$ cat src/rtl/monedero.sv
// Coin-payment controller for the drink machine: accumulates coin credit against the
// selected price, signals payment to maquina and pays back change one unit per cycle.
module monedero #(
  parameter int TIMEOUT_CICLOS = 255
) (
  input  logic       clk,
  input  logic       reset,
  input  logic [3:0] precio,
  input  logic       SELECCION_valida,
  input  logic       moneda_valida,
  input  logic [1:0] moneda_valor,
  input  logic       cancelar,
  input  logic       listo,
  output logic       PAGO_RECIBIDO,
  output logic [4:0] credito,
  output logic       esperando_pago,
  output logic       vuelto_pulso,
  output logic       moneda_rechazada
);

  localparam int CW = (TIMEOUT_CICLOS > 1) ? $clog2(TIMEOUT_CICLOS + 1) : 1;

  typedef enum logic [1:0] {IDLE, COBRO, PAGADO, VUELTO} state_t;

  state_t        state, state_next;
  logic [4:0]    credito_next;
  logic [3:0]    precio_reg, precio_reg_next;
  logic [CW-1:0] cuenta, cuenta_next;
  logic          rechazo_next;
  logic          moneda_ok;
  logic          fin_espera;
  logic [4:0]    valor;
  logic [4:0]    suma;

  always_comb begin
    valor = 5'd0;
    case (moneda_valor)
      2'b00:   valor = 5'd1;
      2'b01:   valor = 5'd2;
      2'b10:   valor = 5'd5;
      default: valor = 5'd0;
    endcase
  end

  // Credit never exceeds 14 + 5 = 19 before leaving COBRO, so five bits never wrap.
  assign suma       = credito + valor;
  assign moneda_ok  = moneda_valida && (moneda_valor != 2'b11) && (state == COBRO);
  assign fin_espera = (cuenta == CW'(TIMEOUT_CICLOS - 1));

  always_comb begin
    state_next      = state;
    credito_next    = credito;
    precio_reg_next = precio_reg;
    cuenta_next     = '0;
    rechazo_next    = moneda_valida && !moneda_ok;

    case (state)
      IDLE: begin
        credito_next = 5'd0;
        if (SELECCION_valida && (precio != 4'd0)) begin
          precio_reg_next = precio;
          state_next      = COBRO;
        end
      end

      COBRO: begin
        if (moneda_ok) begin
          credito_next = suma;
        end else begin
          cuenta_next = cuenta + CW'(1);
        end
        // The coin is credited first, so a cancel refunds it and beats reaching the price.
        if (cancelar || (!moneda_ok && fin_espera)) begin
          cuenta_next = '0;
          state_next  = (credito_next == 5'd0) ? IDLE : VUELTO;
        end else if (moneda_ok && (suma >= {1'b0, precio_reg})) begin
          state_next = PAGADO;
        end
      end

      PAGADO: begin
        if (listo) begin
          credito_next = credito - {1'b0, precio_reg};
          state_next   = (credito_next == 5'd0) ? IDLE : VUELTO;
        end
      end

      VUELTO: begin
        if (credito <= 5'd1) begin
          credito_next = 5'd0;
          state_next   = IDLE;
        end else begin
          credito_next = credito - 5'd1;
        end
      end

      default: begin
        credito_next = 5'd0;
        state_next   = IDLE;
      end
    endcase
  end

  // Status outputs are registered from the next state so they line up with credito.
  always_ff @(posedge clk or negedge reset) begin
    if (!reset) begin
      state            <= IDLE;
      credito          <= 5'd0;
      precio_reg       <= 4'd0;
      cuenta           <= '0;
      PAGO_RECIBIDO    <= 1'b0;
      esperando_pago   <= 1'b0;
      vuelto_pulso     <= 1'b0;
      moneda_rechazada <= 1'b0;
    end else begin
      state            <= state_next;
      credito          <= credito_next;
      precio_reg       <= precio_reg_next;
      cuenta           <= cuenta_next;
      PAGO_RECIBIDO    <= (state_next == PAGADO);
      esperando_pago   <= (state_next == COBRO);
      vuelto_pulso     <= (state_next == VUELTO);
      moneda_rechazada <= rechazo_next;
    end
  end

endmodule
$ cat config.mk
export PLATFORM = sky130hd
export DESIGN_NAME = monedero
export DESIGN_NICKNAME = d
export VERILOG_FILES = /design/src/rtl/monedero.sv
export SDC_FILE = /design/constraint.sdc
export NUM_CORES = 1
export LEC_CHECK = 0
export ABC_AREA = 1
export CAP_MARGIN = 15
export CORE_MARGIN = 2
export CORE_UTILIZATION = 25
export CTS_CLUSTER_SIZE = 14
export DETAILED_ROUTE_END_ITERATION = 10
export PLACE_DENSITY = 0.46
export SYNTH_ARGS = -nofsm -noshare
export SYNTH_HDL_FRONTEND = slang
export SYNTH_SLANG_ARGS = --single-unit
$ cat constraint.sdc
create_clock -name clk -period 2.9 [get_ports clk]
set_input_delay 0.435 -clock clk [delete_from_list [all_inputs] [get_ports clk]]
set_output_delay 0.435 -clock clk [all_outputs]
set_load 0.01 [all_outputs]
==> impl_metrics.yaml <==
global_route:
  grt_usage_pct: 11.2
  grt_max_degree: 24
  first_global_vias: 1433
  grt_overflow_total: 0
  grt_first_pass_wirelength_um: 6670
  antenna_found_initial: 0
route:
  drc: 0
  vias_per_cell: 4.48
  vias: 1484
  wl_per_cell_um: 11.5
  routed_wl_um: 3820
  dr.pass1.iters: 4
  ant_nets: 0
  drt-initial-drc-count: 96
flow_run:
  drv_cap: 0
worst_setup_path:
  crit_path_max_fanout: 4
  critical_path.max_stage_delay_ns: 0.55
  path_common_cell: "nand2_1"
  crit_type: "input port to flip-flop"
  ff2ff_setup_slack_ns: 0.42
  path_depth: 20
  crit_path_cell_trace: "clkdlybuf4s50_1, inv_1, nor2_1, inv_1, fa_1, inv_1, ha_1, nand2_1, nand2_1, nand2_1, nand2_1, nand2_1, nand2_1, nand2_1, nand2_1, nand2_1, nand2_2, nand3_4, nand2_1, inv_1"
  worst_setup_path_end_kind: "flip-flop"
  endpoint: "vuelto_pulso$_DFF_PN0_"
  arrival_ns: 2.81
  path_buf_inv: 5
  r2r-end: "vuelto_pulso$_DFF_PN0_"
  r2r_start: "credito[0]$_DFFE_PN0P_"
  critical_path.top_delay_family: "simple AND/OR/NAND/NOR gates"
  critical_path.slowest_cell: "fa_1"
  cp.required_ns: 3.06
  r2r.worst_path.cells: 18
  startpoint: "moneda_valor[0]"
  start_kind: "input port"
timing:
  fmaxAchievable_ghz: 0.378
  worst_pin_slew_ns: 0.362
  slew_violations: 0
  grt_setup_unrepaired: "false"
  worst_slack_ns: 0.252
  setup_viol_count_final: 0
  post-route-period-util_pct: 91.3
  worst_slew_margin_rel_pct: 75.8
  min_period_ns: 2.65
  final_hold_viol_count: 0
  clock_skew_ns: 0.00499
status:
  status: "finished clean"
finish:
  final_core_util_pct: 30.9
  drive_gt1_share_pct: 7.57
  num-nets-final: 281
  syn_to_final_growth_pct: 21.8
  multi_input_area_um2: 972
  largest_reg_flops: 8
  finish.instance_area_um2: 2060
  regArea_um2: 576
  num-fill-cells: 750
  antenna_cells: 0
power:
  power_density_nw_per_um2: 1010
  seqPwrFrac_pct: 25.3
  p_sw_w: 0.00101
  ir_drop_v: 0.000218
  p_clk_share_pct: 9.4
  sw_frac_of_total_pct: 48.5
  p_leak_nw: 1.05
  intPower_w: 0.00107
  combPwrFrac_pct: 65.3
clock_tree:
  clock_latency_ns: 0.26
  cts_buffer_depth: 2
  ctsResizeCount: 0
  clk_pin_slew_worst_paths_ns: 0.08
  cts_buffers: 3
  clock-root-buffer: "clkbuf_8"
  cts_sinks: 23
  cts_hold_buffers: 0
  h-tree-depth: 1
  cts_tree: "yes"
  cts_setup_buffers: 0
floorplanning:
  core_area_um2: 6680
  die_y_um: 86.3
  die_x_um: 86.3
  dieArea_um2: 7450
  start_util_pct: 25.4
  pin_count: 21
  rows: 30
synth:
  ys_ff_latch: 23
  synth_fp_nets: 253
  synth_cell_types: 27
  netlist_instances: 224
  synth_top_area_share_pct: 34.0
  seq_area_frac_synth_pct: 34.0
  yosysTopAreaCell: "dfrtp_1"
  ys_top_cells_by_area: "dfrtp_1 (34%), nand2_1 (11%), ha_1 (11%), inv_1 (8.2%), nand3_1 (6.2%)"
  synth_warnings: 0
  netlist_area_um2: 1690
  synth_area_per_cell_um2: 7.56
placement:
  port_buffers: 20
  gp_routability_congestion: 0.849
  pre_cts_ws_ns: -0.0293
  place_area_um2: 2020
  place_hpwl_um: 3160
hold_path:
  hp-class: "flip-flop to flip-flop"
-- kinds of logic after synthesis --
logic type	count (synthesis)	synth area share (%)
AO/OA/AOI/OAI	26	8.72
adder cells (fa/ha/maj)	17	13.4
AND/OR/NAND/NOR	109	30.1
XOR/XNOR	10	5.17
buffers and inverters	39	8.64
flip-flops	23	34.0
-- worst min path at each step --
stage / start / endpoint / slack, ns / cells past startpoint
6_report: precio_reg[2]$_DFFE_PN0P_ / precio_reg[2]$_DFFE_PN0P_ / 0.48 / 2
5_1_grt: cuenta[0]$_DFF_PN0_ / cuenta[0]$_DFF_PN0_ / 0.55 / 1
4_1_cts: precio_reg[2]$_DFFE_PN0P_ / precio_reg[2]$_DFFE_PN0P_ / 0.49 / 2
3_5_place_dp: precio_reg[2]$_DFFE_PN0P_ / precio_reg[2]$_DFFE_PN0P_ / 0.47 / 2
3_3_place_gp: precio_reg[2]$_DFFE_PN0P_ / precio_reg[2]$_DFFE_PN0P_ / 0.48 / 2
2_1_floorplan: reset / PAGO_RECIBIDO$_DFF_PN0_ / 0.14 / 0
-- metal layers --
layer  global-route usage (%)  share of wire, %  wire length, um  vias to the layer above
met2                     17.3                44             1680                       47
met5                        0                 0                0                        -
met3                     1.90               4.5              173                        4
li1                         -                 -                -                      768
met4                     2.70               1.2               45                        0
met1                     16.4                50             1920                      665
-- cells in the mapped netlist (all sizes together) --
cell and instances:
a21oi 8, dfrtp 23, fa 2, ha 15, inv 39, nand2 55, nand3 23, nand3b 1
nand4 3, nor2 26, nor3 1, o211ai 1, o21ai 13, o21bai 1, o221ai 2, o22ai 1
xnor2 3, xor2 7
-- power groups by stage --
stage	Clock [W]	Sequential (W)	Combinational [W]
finish	0.000196	0.000525	0.00135
global route	0.000223	0.000542	0.00157
CTS	0.000210	0.000528	0.00137
detailed placement	0	0.000535	0.00136
global placement	0	0.000536	0.00136
floorplan	0	0.000533	0.000956
-- layout make-up --
class                           instances  area share, %
Timing Repair Buffer                   23           10.8
Clock buffer                            3           2.00
Sequential cell                        23           27.9
Inverter                               39           7.10
Clock inverter                          1          0.243
Tap cell                               80           4.85
Multi-Input combinational cell        162           47.1
-- layout by cell type, fill, tap and decap left out, types with 7 or more instances in the layout --
master / instances
a21oi_1: 7
clkdlybuf4s50_1: 20
dfrtp_1: 23
ha_1: 15
inv_1: 37
nand2_1: 51
nand3_1: 21
nor2_1: 23
o21ai_0: 12
xor2_1: 7
-- worst reg2reg max path, stage by stage (launching register included) --
cell	delay, ns
dfrtp_1	0.48
ha_1	0.23
inv_1	0.06
fa_1	0.52
inv_1	0.06
ha_1	0.26
nand2_1	0.05
nand2_1	0.05
nand2_1	0.04
nand2_1	0.05
nand2_1	0.04
nand2_1	0.08
nand2_1	0.07
nand2_1	0.06
nand2_1	0.06
nand2_2	0.07
nand3_4	0.07
nand2_1	0.07
inv_1	0.04
-- per-stage QoR --
stage	hold WS, ns	total power, W	TNS [ns]	cells
after floorplan	0.139	0.00149	0	224
after detailed placement	0.473	0.00190	-0.0560	327
after global routing	0.548	0.00233	0	331
final	0.484	0.00208	0	331
after global placement	0.478	0.00190	-0.0356	327
after CTS	0.494	0.00211	0	331
No activity file was read; power rests on OpenSTA's default activity.
